$ cat src/rtl/ps2_keyboard_fifo_if.sv
// CPU I/O bus seen by the PS/2 keyboard block: port address, read strobe,
// read-data select/data and the keyboard interrupt line.
interface ps2_keyboard_fifo_if;
  logic [19:0] iAddr;
  logic        iRd;
  logic        oSel;
  logic [7:0]  oData;
  logic        oIrq;

  modport master (output iAddr, iRd, input oSel, oData, oIrq);
  modport slave  (input iAddr, iRd, output oSel, oData, oIrq);
endinterface

$ cat src/rtl/ps2_keyboard_fifo.sv
// PS/2 keyboard receiver: frame capture with odd parity and timeout,
// set-2 to set-1 translation (E0 / F0 prefixes), buffered FIFO read
// through the data port, status byte on the status port, level IRQ.
module ps2_keyboard_fifo #(
  parameter int          FIFO_DEPTH   = 16,
  parameter int          TIMEOUT_BITS = 16,
  parameter logic [11:0] DATA_PORT    = 12'h060,
  parameter logic [11:0] STAT_PORT    = 12'h064
) (
  input  logic                iClk,
  input  logic                iRstN,
  ps2_keyboard_fifo_if.slave  bus,
  input  logic                iPs2Clk,
  input  logic                iPs2Dat
);
  localparam int AW = $clog2(FIFO_DEPTH);

  typedef enum logic [1:0] {IDLE, EXT, BRK, EXTBRK} dec_state_t;

  // Set-2 make code to set-1 make code; 00h marks an untranslatable byte.
  function automatic logic [7:0] xlate(input logic [7:0] c);
    logic [7:0] t;
    case (c)
      8'h01: t = 8'h43; 8'h03: t = 8'h3F; 8'h04: t = 8'h3D; 8'h05: t = 8'h3B; 8'h06: t = 8'h3C; 8'h07: t = 8'h58;
      8'h09: t = 8'h44; 8'h0A: t = 8'h42; 8'h0B: t = 8'h40; 8'h0C: t = 8'h3E; 8'h0D: t = 8'h0F; 8'h0E: t = 8'h29;
      8'h11: t = 8'h38; 8'h12: t = 8'h2A; 8'h14: t = 8'h1D; 8'h15: t = 8'h10; 8'h16: t = 8'h02; 8'h1A: t = 8'h2C;
      8'h1B: t = 8'h1F; 8'h1C: t = 8'h1E; 8'h1D: t = 8'h11; 8'h1E: t = 8'h03; 8'h21: t = 8'h2E; 8'h22: t = 8'h2D;
      8'h23: t = 8'h20; 8'h24: t = 8'h12; 8'h25: t = 8'h05; 8'h26: t = 8'h04; 8'h29: t = 8'h39; 8'h2A: t = 8'h2F;
      8'h2B: t = 8'h21; 8'h2C: t = 8'h14; 8'h2D: t = 8'h13; 8'h2E: t = 8'h06; 8'h31: t = 8'h31; 8'h32: t = 8'h30;
      8'h33: t = 8'h23; 8'h34: t = 8'h22; 8'h35: t = 8'h15; 8'h36: t = 8'h07; 8'h3A: t = 8'h32; 8'h3B: t = 8'h24;
      8'h3C: t = 8'h16; 8'h3D: t = 8'h08; 8'h3E: t = 8'h09; 8'h41: t = 8'h33; 8'h42: t = 8'h25; 8'h43: t = 8'h17;
      8'h44: t = 8'h18; 8'h45: t = 8'h0B; 8'h46: t = 8'h0A; 8'h49: t = 8'h34; 8'h4A: t = 8'h35; 8'h4B: t = 8'h26;
      8'h4C: t = 8'h27; 8'h4D: t = 8'h19; 8'h4E: t = 8'h0C; 8'h52: t = 8'h28; 8'h54: t = 8'h1A; 8'h55: t = 8'h0D;
      8'h58: t = 8'h3A; 8'h59: t = 8'h36; 8'h5A: t = 8'h1C; 8'h5B: t = 8'h1B; 8'h5D: t = 8'h2B; 8'h66: t = 8'h0E;
      8'h69: t = 8'h4F; 8'h6B: t = 8'h4B; 8'h6C: t = 8'h47; 8'h70: t = 8'h52; 8'h71: t = 8'h53; 8'h72: t = 8'h50;
      8'h73: t = 8'h4C; 8'h74: t = 8'h4D; 8'h75: t = 8'h48; 8'h76: t = 8'h01; 8'h77: t = 8'h45; 8'h78: t = 8'h57;
      8'h79: t = 8'h4E; 8'h7A: t = 8'h51; 8'h7B: t = 8'h4A; 8'h7C: t = 8'h37; 8'h7D: t = 8'h49; 8'h7E: t = 8'h46;
      8'h83: t = 8'h41;
      default: t = 8'h00;
    endcase
    return t;
  endfunction

  logic [2:0]              ck_s, dt_s;
  logic [10:0]             shreg;
  logic [10:0]             frame;
  logic [3:0]              bcnt;
  logic [TIMEOUT_BITS-1:0] to_cnt;
  logic                    fall, rx_valid, perr_set;
  logic [7:0]              rx_byte;

  dec_state_t state, state_nxt;
  logic       emit, emit_ext, emit_brk, pair_busy;
  logic [7:0] tcode, emit_code;
  logic       em_vld, em_ext, pend_vld;
  logic [7:0] em_code, pend_code;

  logic [7:0]  mem [FIFO_DEPTH];
  logic [AW:0] wp, rp, used;
  logic        empty, full, pair_room;
  logic        push, wr_ok, start_pair, ovf_set;
  logic [7:0]  push_data, head, status;
  logic        ovf, perr;

  logic       sel_data, sel_stat, rd_data_q, rd_stat_q, pop_req, pop, stat_rd;
  logic       sel_r, irq_r;
  logic [7:0] data_r;
  logic       unused_addr;

  assign unused_addr = ^bus.iAddr[19:12];

  // The new frame includes the bit arriving on this edge (LSB first, so it enters at the top).
  assign fall  = ck_s[2] & ~ck_s[1];
  assign frame = {dt_s[1], shreg[10:1]};

  // Synchronisers, bit capture, frame check and inter-edge timeout.
  always_ff @(posedge iClk or negedge iRstN) begin
    if (!iRstN) begin
      ck_s <= '0; dt_s <= '0; shreg <= '0; bcnt <= '0; to_cnt <= '0;
      rx_valid <= 1'b0; rx_byte <= '0; perr_set <= 1'b0;
    end else begin
      ck_s     <= {ck_s[1:0], iPs2Clk};
      dt_s     <= {dt_s[1:0], iPs2Dat};
      rx_valid <= 1'b0;
      perr_set <= 1'b0;
      if (fall) begin
        to_cnt <= '0;
        shreg  <= frame;
        if (bcnt == 4'd10) begin
          bcnt <= '0;
          // Bad start/stop is dropped silently; only a well-framed byte can flag parity.
          if (!frame[0] && frame[10]) begin
            if (^frame[9:1]) begin
              rx_valid <= 1'b1;
              rx_byte  <= frame[8:1];
            end else begin
              perr_set <= 1'b1;
            end
          end
        end else begin
          bcnt <= bcnt + 4'd1;
        end
      end else if (&to_cnt) begin
        if (bcnt != 4'd0) bcnt <= '0;
      end else begin
        to_cnt <= to_cnt + 1'b1;
      end
    end
  end

  // Decoder state register.
  always_ff @(posedge iClk or negedge iRstN) begin
    if (!iRstN) state <= IDLE;
    else        state <= state_nxt;
  end

  // Prefix tracking and translation; bytes are ignored while an E0 pair is still being pushed.
  always_comb begin
    state_nxt = state;
    emit      = 1'b0;
    emit_ext  = 1'b0;
    emit_brk  = 1'b0;
    tcode     = xlate(rx_byte);
    if (rx_valid && !pair_busy) begin
      state_nxt = IDLE;
      case (state)
        IDLE: begin
          if (rx_byte == 8'hE0)      state_nxt = EXT;
          else if (rx_byte == 8'hF0) state_nxt = BRK;
          else                       emit = (tcode != 8'h00);
        end
        EXT: begin
          if (rx_byte == 8'hF0) state_nxt = EXTBRK;
          else begin emit = (tcode != 8'h00); emit_ext = 1'b1; end
        end
        BRK:     begin emit = (tcode != 8'h00); emit_brk = 1'b1; end
        default: begin emit = (tcode != 8'h00); emit_ext = 1'b1; emit_brk = 1'b1; end
      endcase
    end
  end

  assign emit_code = tcode | {emit_brk, 7'b0};
  assign pair_busy = (em_vld & em_ext) | pend_vld;

  assign used      = wp - rp;
  assign empty     = (wp == rp);
  assign full      = (wp[AW] != rp[AW]) && (wp[AW-1:0] == rp[AW-1:0]);
  assign pair_room = (used <= (AW+1)'(FIFO_DEPTH - 2));
  assign head      = empty ? 8'h00 : mem[rp[AW-1:0]];
  assign status    = {4'b0000, full, perr, ovf, ~empty};

  assign sel_data = bus.iRd && (bus.iAddr[11:0] == DATA_PORT);
  assign sel_stat = bus.iRd && (bus.iAddr[11:0] == STAT_PORT);
  assign pop_req  = sel_data & ~rd_data_q;
  assign pop      = pop_req & ~empty;
  assign stat_rd  = sel_stat & ~rd_stat_q;

  // Push selection: second half of a pair, else a fresh single or E0-prefixed code.
  always_comb begin
    push       = 1'b0;
    push_data  = em_code;
    start_pair = 1'b0;
    ovf_set    = 1'b0;
    if (pend_vld) begin
      push      = 1'b1;
      push_data = pend_code;
    end else if (em_vld) begin
      if (!em_ext) begin
        push = 1'b1;
      end else if (pair_room) begin
        push       = 1'b1;
        push_data  = 8'hE0;
        start_pair = 1'b1;
      end else begin
        ovf_set = 1'b1;
      end
    end
    // A pop in the same cycle frees the slot, so a push into a full FIFO still lands.
    wr_ok = push & (~full | pop);
    if (push && !wr_ok) ovf_set = 1'b1;
  end

  // FIFO storage.
  always_ff @(posedge iClk) begin
    if (wr_ok) mem[wp[AW-1:0]] <= push_data;
  end

  // Pointers, sticky flags, push staging and the registered bus outputs.
  always_ff @(posedge iClk or negedge iRstN) begin
    if (!iRstN) begin
      wp <= '0; rp <= '0; ovf <= 1'b0; perr <= 1'b0;
      em_vld <= 1'b0; em_ext <= 1'b0; em_code <= '0;
      pend_vld <= 1'b0; pend_code <= '0;
      rd_data_q <= 1'b0; rd_stat_q <= 1'b0;
      sel_r <= 1'b0; data_r <= '0; irq_r <= 1'b0;
    end else begin
      em_vld    <= emit;
      em_ext    <= emit_ext;
      em_code   <= emit_code;
      pend_vld  <= start_pair;
      if (start_pair) pend_code <= em_code;
      if (wr_ok) wp <= wp + (AW+1)'(1);
      if (pop)   rp <= rp + (AW+1)'(1);
      ovf       <= ovf_set  | (ovf  & ~stat_rd);
      perr      <= perr_set | (perr & ~stat_rd);
      rd_data_q <= sel_data;
      rd_stat_q <= sel_stat;
      irq_r     <= ~empty;
      sel_r     <= sel_data | sel_stat;
      if (pop_req)      data_r <= head;
      else if (stat_rd) data_r <= status;
    end
  end

  assign bus.oSel  = sel_r;
  assign bus.oData = data_r;
  assign bus.oIrq  = irq_r;
endmodule

$ cat src/flat_wrapper.sv
// flat-port wrapper written by rule: the top's interface ports become plain ports
module ps2_keyboard_fifo_flat 
#(
  parameter int          FIFO_DEPTH   = 16,
  parameter int          TIMEOUT_BITS = 16,
  parameter logic [11:0] DATA_PORT    = 12'h060,
  parameter logic [11:0] STAT_PORT    = 12'h064
)
  (iClk, iRstN, iPs2Clk, iPs2Dat, bus_iAddr, bus_iRd, bus_oSel, bus_oData, bus_oIrq);
  ps2_keyboard_fifo_if bus_i ();
  input  logic iClk;
  input  logic iRstN;
  input  logic iPs2Clk;
  input  logic iPs2Dat;
  input wire logic [$bits(bus_i.iAddr)-1:0] bus_iAddr;
  input wire logic [$bits(bus_i.iRd)-1:0] bus_iRd;
  output wire logic [$bits(bus_i.oSel)-1:0] bus_oSel;
  output wire logic [$bits(bus_i.oData)-1:0] bus_oData;
  output wire logic [$bits(bus_i.oIrq)-1:0] bus_oIrq;
  assign bus_i.iAddr = bus_iAddr;
  assign bus_i.iRd = bus_iRd;
  assign bus_oSel = bus_i.oSel;
  assign bus_oData = bus_i.oData;
  assign bus_oIrq = bus_i.oIrq;
  ps2_keyboard_fifo #(.FIFO_DEPTH(FIFO_DEPTH), .TIMEOUT_BITS(TIMEOUT_BITS), .DATA_PORT(DATA_PORT), .STAT_PORT(STAT_PORT)) u_core (.iClk(iClk), .iRstN(iRstN), .bus(bus_i), .iPs2Clk(iPs2Clk), .iPs2Dat(iPs2Dat));
endmodule
$ cat config.mk
export PLATFORM = sky130hd
export DESIGN_NAME = ps2_keyboard_fifo_flat
export DESIGN_NICKNAME = d
export VERILOG_FILES = /design/src/rtl/ps2_keyboard_fifo_if.sv /design/src/rtl/ps2_keyboard_fifo.sv /design/src/flat_wrapper.sv
export SDC_FILE = /design/constraint.sdc
export NUM_CORES = 1
export LEC_CHECK = 0
export CAP_MARGIN = 25
export CELL_PAD_IN_SITES_DETAIL_PLACEMENT = 1
export CELL_PAD_IN_SITES_GLOBAL_PLACEMENT = 1
export CORE_ASPECT_RATIO = 0.8
export CORE_UTILIZATION = 30
export DETAILED_ROUTE_END_ITERATION = 6
export GPL_TIMING_DRIVEN = 0
export PLACE_DENSITY = 0.47
export SYNTH_ARGS = -nofsm -noshare
export SYNTH_HDL_FRONTEND = slang
export SYNTH_SLANG_ARGS = --single-unit
$ cat constraint.sdc
create_clock -name iClk -period 3.56 [get_ports iClk]
set_input_delay 0.356 -clock iClk [delete_from_list [all_inputs] [get_ports iClk]]
set_output_delay 0.356 -clock iClk [all_outputs]
set_load 0.01 [all_outputs]
==> out/results.tsv <==
stage	metric	value	unit
run_status	status	finished clean	
logic_synthesis	syn_avg_cell_area	13.5	um2
drt	drc	0	
layout	nFillCells	3489	
logic_synthesis	synth_top_flop_cell	edfxtp_1	
power	combinationalPowerShare	0.150	
floorplanning	die_y	167	um
sta	slew_violations	0	
drt	avgRoutedWirePerCell	22.4	um
grt	grt-ovfl-total	0	
sta	timing.fmax	296	MHz
layout	antenna-diode-count	0	
logic_synthesis	yosysWarningCount	0	
logic_synthesis	syn_area	10200	um2
layout	post-route-util	0.354	
grt	antenna_found_initial	0	
sta	slew_headroom	0.396	
drt	drt_iter0_markers	394	
sta	tightestPinTransition	0.905	ns
clock_network	cts_root_buffer	clkbuf_16	
floorplanning	design.die.area	34800	um2
logic_synthesis	synth_nets	804	
power	switching_share	0.264	
placement	place_ws	-0.972	ns
sta	setup_slack	0.178	ns
clock_network	cts_buffers	23	
power	seqPwrFrac	0.479	
worst_hold_path	hold_path_class	in2reg	
clock_network	cts_setup_buffers	0	
logic_synthesis	synth.mux.area_fraction	0.119	
logic_synthesis	ys_types	69	
drt	drtAntennaViolNets	0	
floorplanning	initial_core_util	0.304	
power	p_int	0.00463	W
grt	grt_pass1_wl	43200	um
grt	grt_max_degree	54	
drt	vias_per_cell	5.23	
grt	gr-usage-all-layers	0.164	
setup_path	critPathRequiredTime	3.78	ns
setup_path	crit_chain	clkbuf_4 > inv_1 > ha_1 > nor2b_1 > o211a_1 > a2111o_1 > nor3_2 > o221a_2 > buf_2 > and3_4	
setup_path	cp-end-kind	flip-flop	
clock_network	cts_tree	yes	
placement	dpl.hpwl	19400	um
placement	portBuffers	26	
clock_network	clock_sinks	218	
logic_synthesis	synth-xor-area-share	0.0275	
setup_path	arrival	3.60	ns
layout	nNetsFinal	857	
logic_synthesis	synth_top_family_by_area	multiplexers	
setup_path	startpoint_type	flip-flop	
power	power.switching	0.00166	W
power	power.leakage	4.39	nW
logic_synthesis	synth_compound_area_frac	0.0906	
job	cap_violations	0	
sta	rsz0062_at_grt	false	
grt	grt_pass1_vias	7002	
placement	placed_area	11000	um2
power	ir_drop	0.298	mV
logic_synthesis	synthAdderAreaFrac	0.0277	
sta	timing.final.crit_share	0.950	
sta	clock_skew	0.0153	ns
clock_network	cts_htree_levels	1	
power	powerDensity	529	nW/um2
floorplanning	die_x	208	um
logic_synthesis	synth-seq-cells	218	
setup_path	critPathMaxFanout	10	
sta	hold_viol	0	
logic_synthesis	synth_edf_count	128	
sta	period_needed	3.38	ns
floorplanning	coreArea	33600	um2
floorplanning	num_rows	60	
sta	setup_viol	0	
logic_synthesis	synth-simple-area-share	0.111	
logic_synthesis	synth_cells	757	
logic_synthesis	ys_seq_area_frac	0.597	
clock_network	clock_latency	0.53	ns
setup_path	worst-setup-path-type	reg2reg	
setup_path	critPathMaxStageDelay	0.39	ns
drt	vias	6593	
setup_path	cpMaxStageDelayCell	dfrtp_1	
clock_network	clkTransAtPathRegs	0.06	ns
clock_network	cts_buffer_depth	3	
floorplanning	io_pins	35	
logic_synthesis	synthArstFlopShare	0.413	
drt	drt_pass1_iterations	5	
power	power_frac_clock	0.371	
layout	drive_gt1_frac	0.189	
drt	wirelength	28200	um
placement	place_congestion	0.876	
layout	post-route-cell-area	11900	um2
layout	area_growth_syn_to_layout	16.5	%
per-stage QoR:
stage | std cells | hold WS (ns) | total power [W] | setup TNS, ns
after global routing | 1260 | 0.254 | 0.00658 | 0
after floorplan | 757 | 0.0604 | 0.00366 | 0
final | 1260 | 0.275 | 0.00629 | 0
after global placement | 1217 | 0.337 | 0.00396 | -285.19
after detailed placement | 1219 | 0.336 | 0.00400 | -163.17
after CTS | 1261 | 0.251 | 0.00636 | -2.03
layer usage:
layer  wire length [um]  share of wire  vias up  GRT usage
met1              13100           0.47     3423      0.225
li1                   -              -     2987          -
met4                629          0.022        0     0.0415
met5                  0              0        -          0
met3               1260          0.045       40     0.0309
met2              13200           0.47      143      0.268
cells in the final DEF (no fill, tap or decap), drive strengths merged, types with 8 or more instances in the layout:
| cell | count |
|---|---|
| xnor2 | 17 |
| a22o | 11 |
| nor2 | 43 |
| nor2b | 19 |
| a21oi | 21 |
| nand3 | 16 |
| o21ai | 34 |
| clkdlybuf4s50 | 25 |
| ha | 21 |
| mux2 | 19 |
| buf | 25 |
| edfxtp | 128 |
| xor2 | 15 |
| inv | 20 |
| nand2 | 59 |
| and3 | 20 |
| nor3 | 13 |
| dfrtp | 90 |
| nand4 | 8 |
| mux4 | 42 |
| nand2b | 8 |
| clkbuf | 58 |
synth_stat cells (all sizes together) (4+ instances only):
| cell type | number | area, um2 |
|---|---|---|
| o21ai | 34 | 170 |
| mux2 | 19 | 214 |
| nor3 | 13 | 70.1 |
| and2 | 5 | 31.3 |
| and3 | 20 | 125 |
| edfxtp | 128 | 3840 |
| nand4 | 8 | 50.1 |
| ha | 21 | 263 |
| nand2 | 59 | 221 |
| nor2b | 19 | 119 |
| clkbuf | 20 | 76.3 |
| o2111ai | 4 | 35.0 |
| or3 | 7 | 43.8 |
| a21o | 5 | 37.5 |
| nand2b | 8 | 50.1 |
| nor3b | 4 | 30.0 |
| dfrtp | 90 | 2250 |
| xor2 | 15 | 131 |
| nand3 | 16 | 80.1 |
| nor2 | 43 | 161 |
| a22o | 11 | 96.3 |
| xnor2 | 17 | 149 |
| nor4 | 4 | 25.0 |
| a21oi | 21 | 105 |
| mux2i | 5 | 50.1 |
| mux4 | 42 | 946 |
| o211ai | 7 | 52.6 |
| a311oi | 7 | 61.3 |
| a211oi | 7 | 52.6 |
| a31oi | 4 | 25.0 |
| o22ai | 7 | 43.8 |
| buf | 23 | 125 |
| inv | 19 | 71.3 |
worst max-delay path, delay by kind of cell, from the launching register on:
family | cells | cell delay [ns]
AOI/OAI and AO/OA | 3 | 0.91
and+or+nand+nor | 3 | 0.81
buffers and inverters | 3 | 0.62
adders and majority gates | 1 | 0.34
DFF | 1 | 0.39
registers in the layout, summed over array words and instances (netlist names), 2 cells and up:
name              flops
u_core.pend_code      8
u_core.em_code        8
u_core.shreg         10
u_core.mem          128
u_core.bus.oData      8
u_core.bcnt           4
u_core.dt_s           2
u_core.rx_byte        8
u_core.wp             5
u_core.state          2
u_core.to_cnt        16
u_core.ck_s           3
u_core.rp             5
path summary, 6_finish.rpt:
path,to,startpoint,slack (ns),depth (start not counted)
setup / recovery,u_core.mem[10][7],u_core.rp[2],0.18,10
hold / removal,u_core.ck_s[0],iPs2Clk,0.28,1
setup reg to reg,u_core.mem[10][7],u_core.rp[2],0.18,10
hold reg to reg,u_core.ck_s[1],u_core.ck_s[0],0.35,0
max in group asynchronous,u_core.rx_byte[3],iRstN,2.50,3
min in group asynchronous,u_core.rp[2],iRstN,0.36,2
layout make-up:
type | instances | area [um2] | share of cell area
Sequential cell | 218 | 6100 | 0.512
Multi-Input combinational cell | 476 | 3940 | 0.331
Clock buffer | 38 | 672 | 0.0565
Tap cell | 434 | 543 | 0.0457
Timing Repair Buffer | 29 | 303 | 0.0255
Buffer | 42 | 210 | 0.0177
Inverter | 20 | 76.3 | 0.00642
Clock inverter | 3 | 53.8 | 0.00452
cells by family after synthesis:
kind of cell	count (synthesis)
flops	218
fa+ha+maj	22
mux	66
xor+xnor	32
compound gates	134
buf+inv	63
simple gates	222
timing repair:
item,in CTS,in global routing
gates resized for setup,33,17
hold buffers,1,0
cloned,0,0
endpoints found under the hold margin,37,0
setup endpoints to repair,270,201
pin swaps,0,0
power by group through the flow:
| stage | Clock (W) | Sequential (W) | Combinational [W] |
|---|---|---|---|
| final | 0.00233 | 0.00301 | 0.000945 |
| after global routing | 0.00251 | 0.00303 | 0.00104 |
| after global placement | 0 | 0.00305 | 0.000907 |
| after detailed placement | 0 | 0.00307 | 0.000932 |
| after floorplan | 0 | 0.00302 | 0.000644 |
| after CTS | 0.00241 | 0.00301 | 0.000942 |
Power figures use the tool's default switching activity.
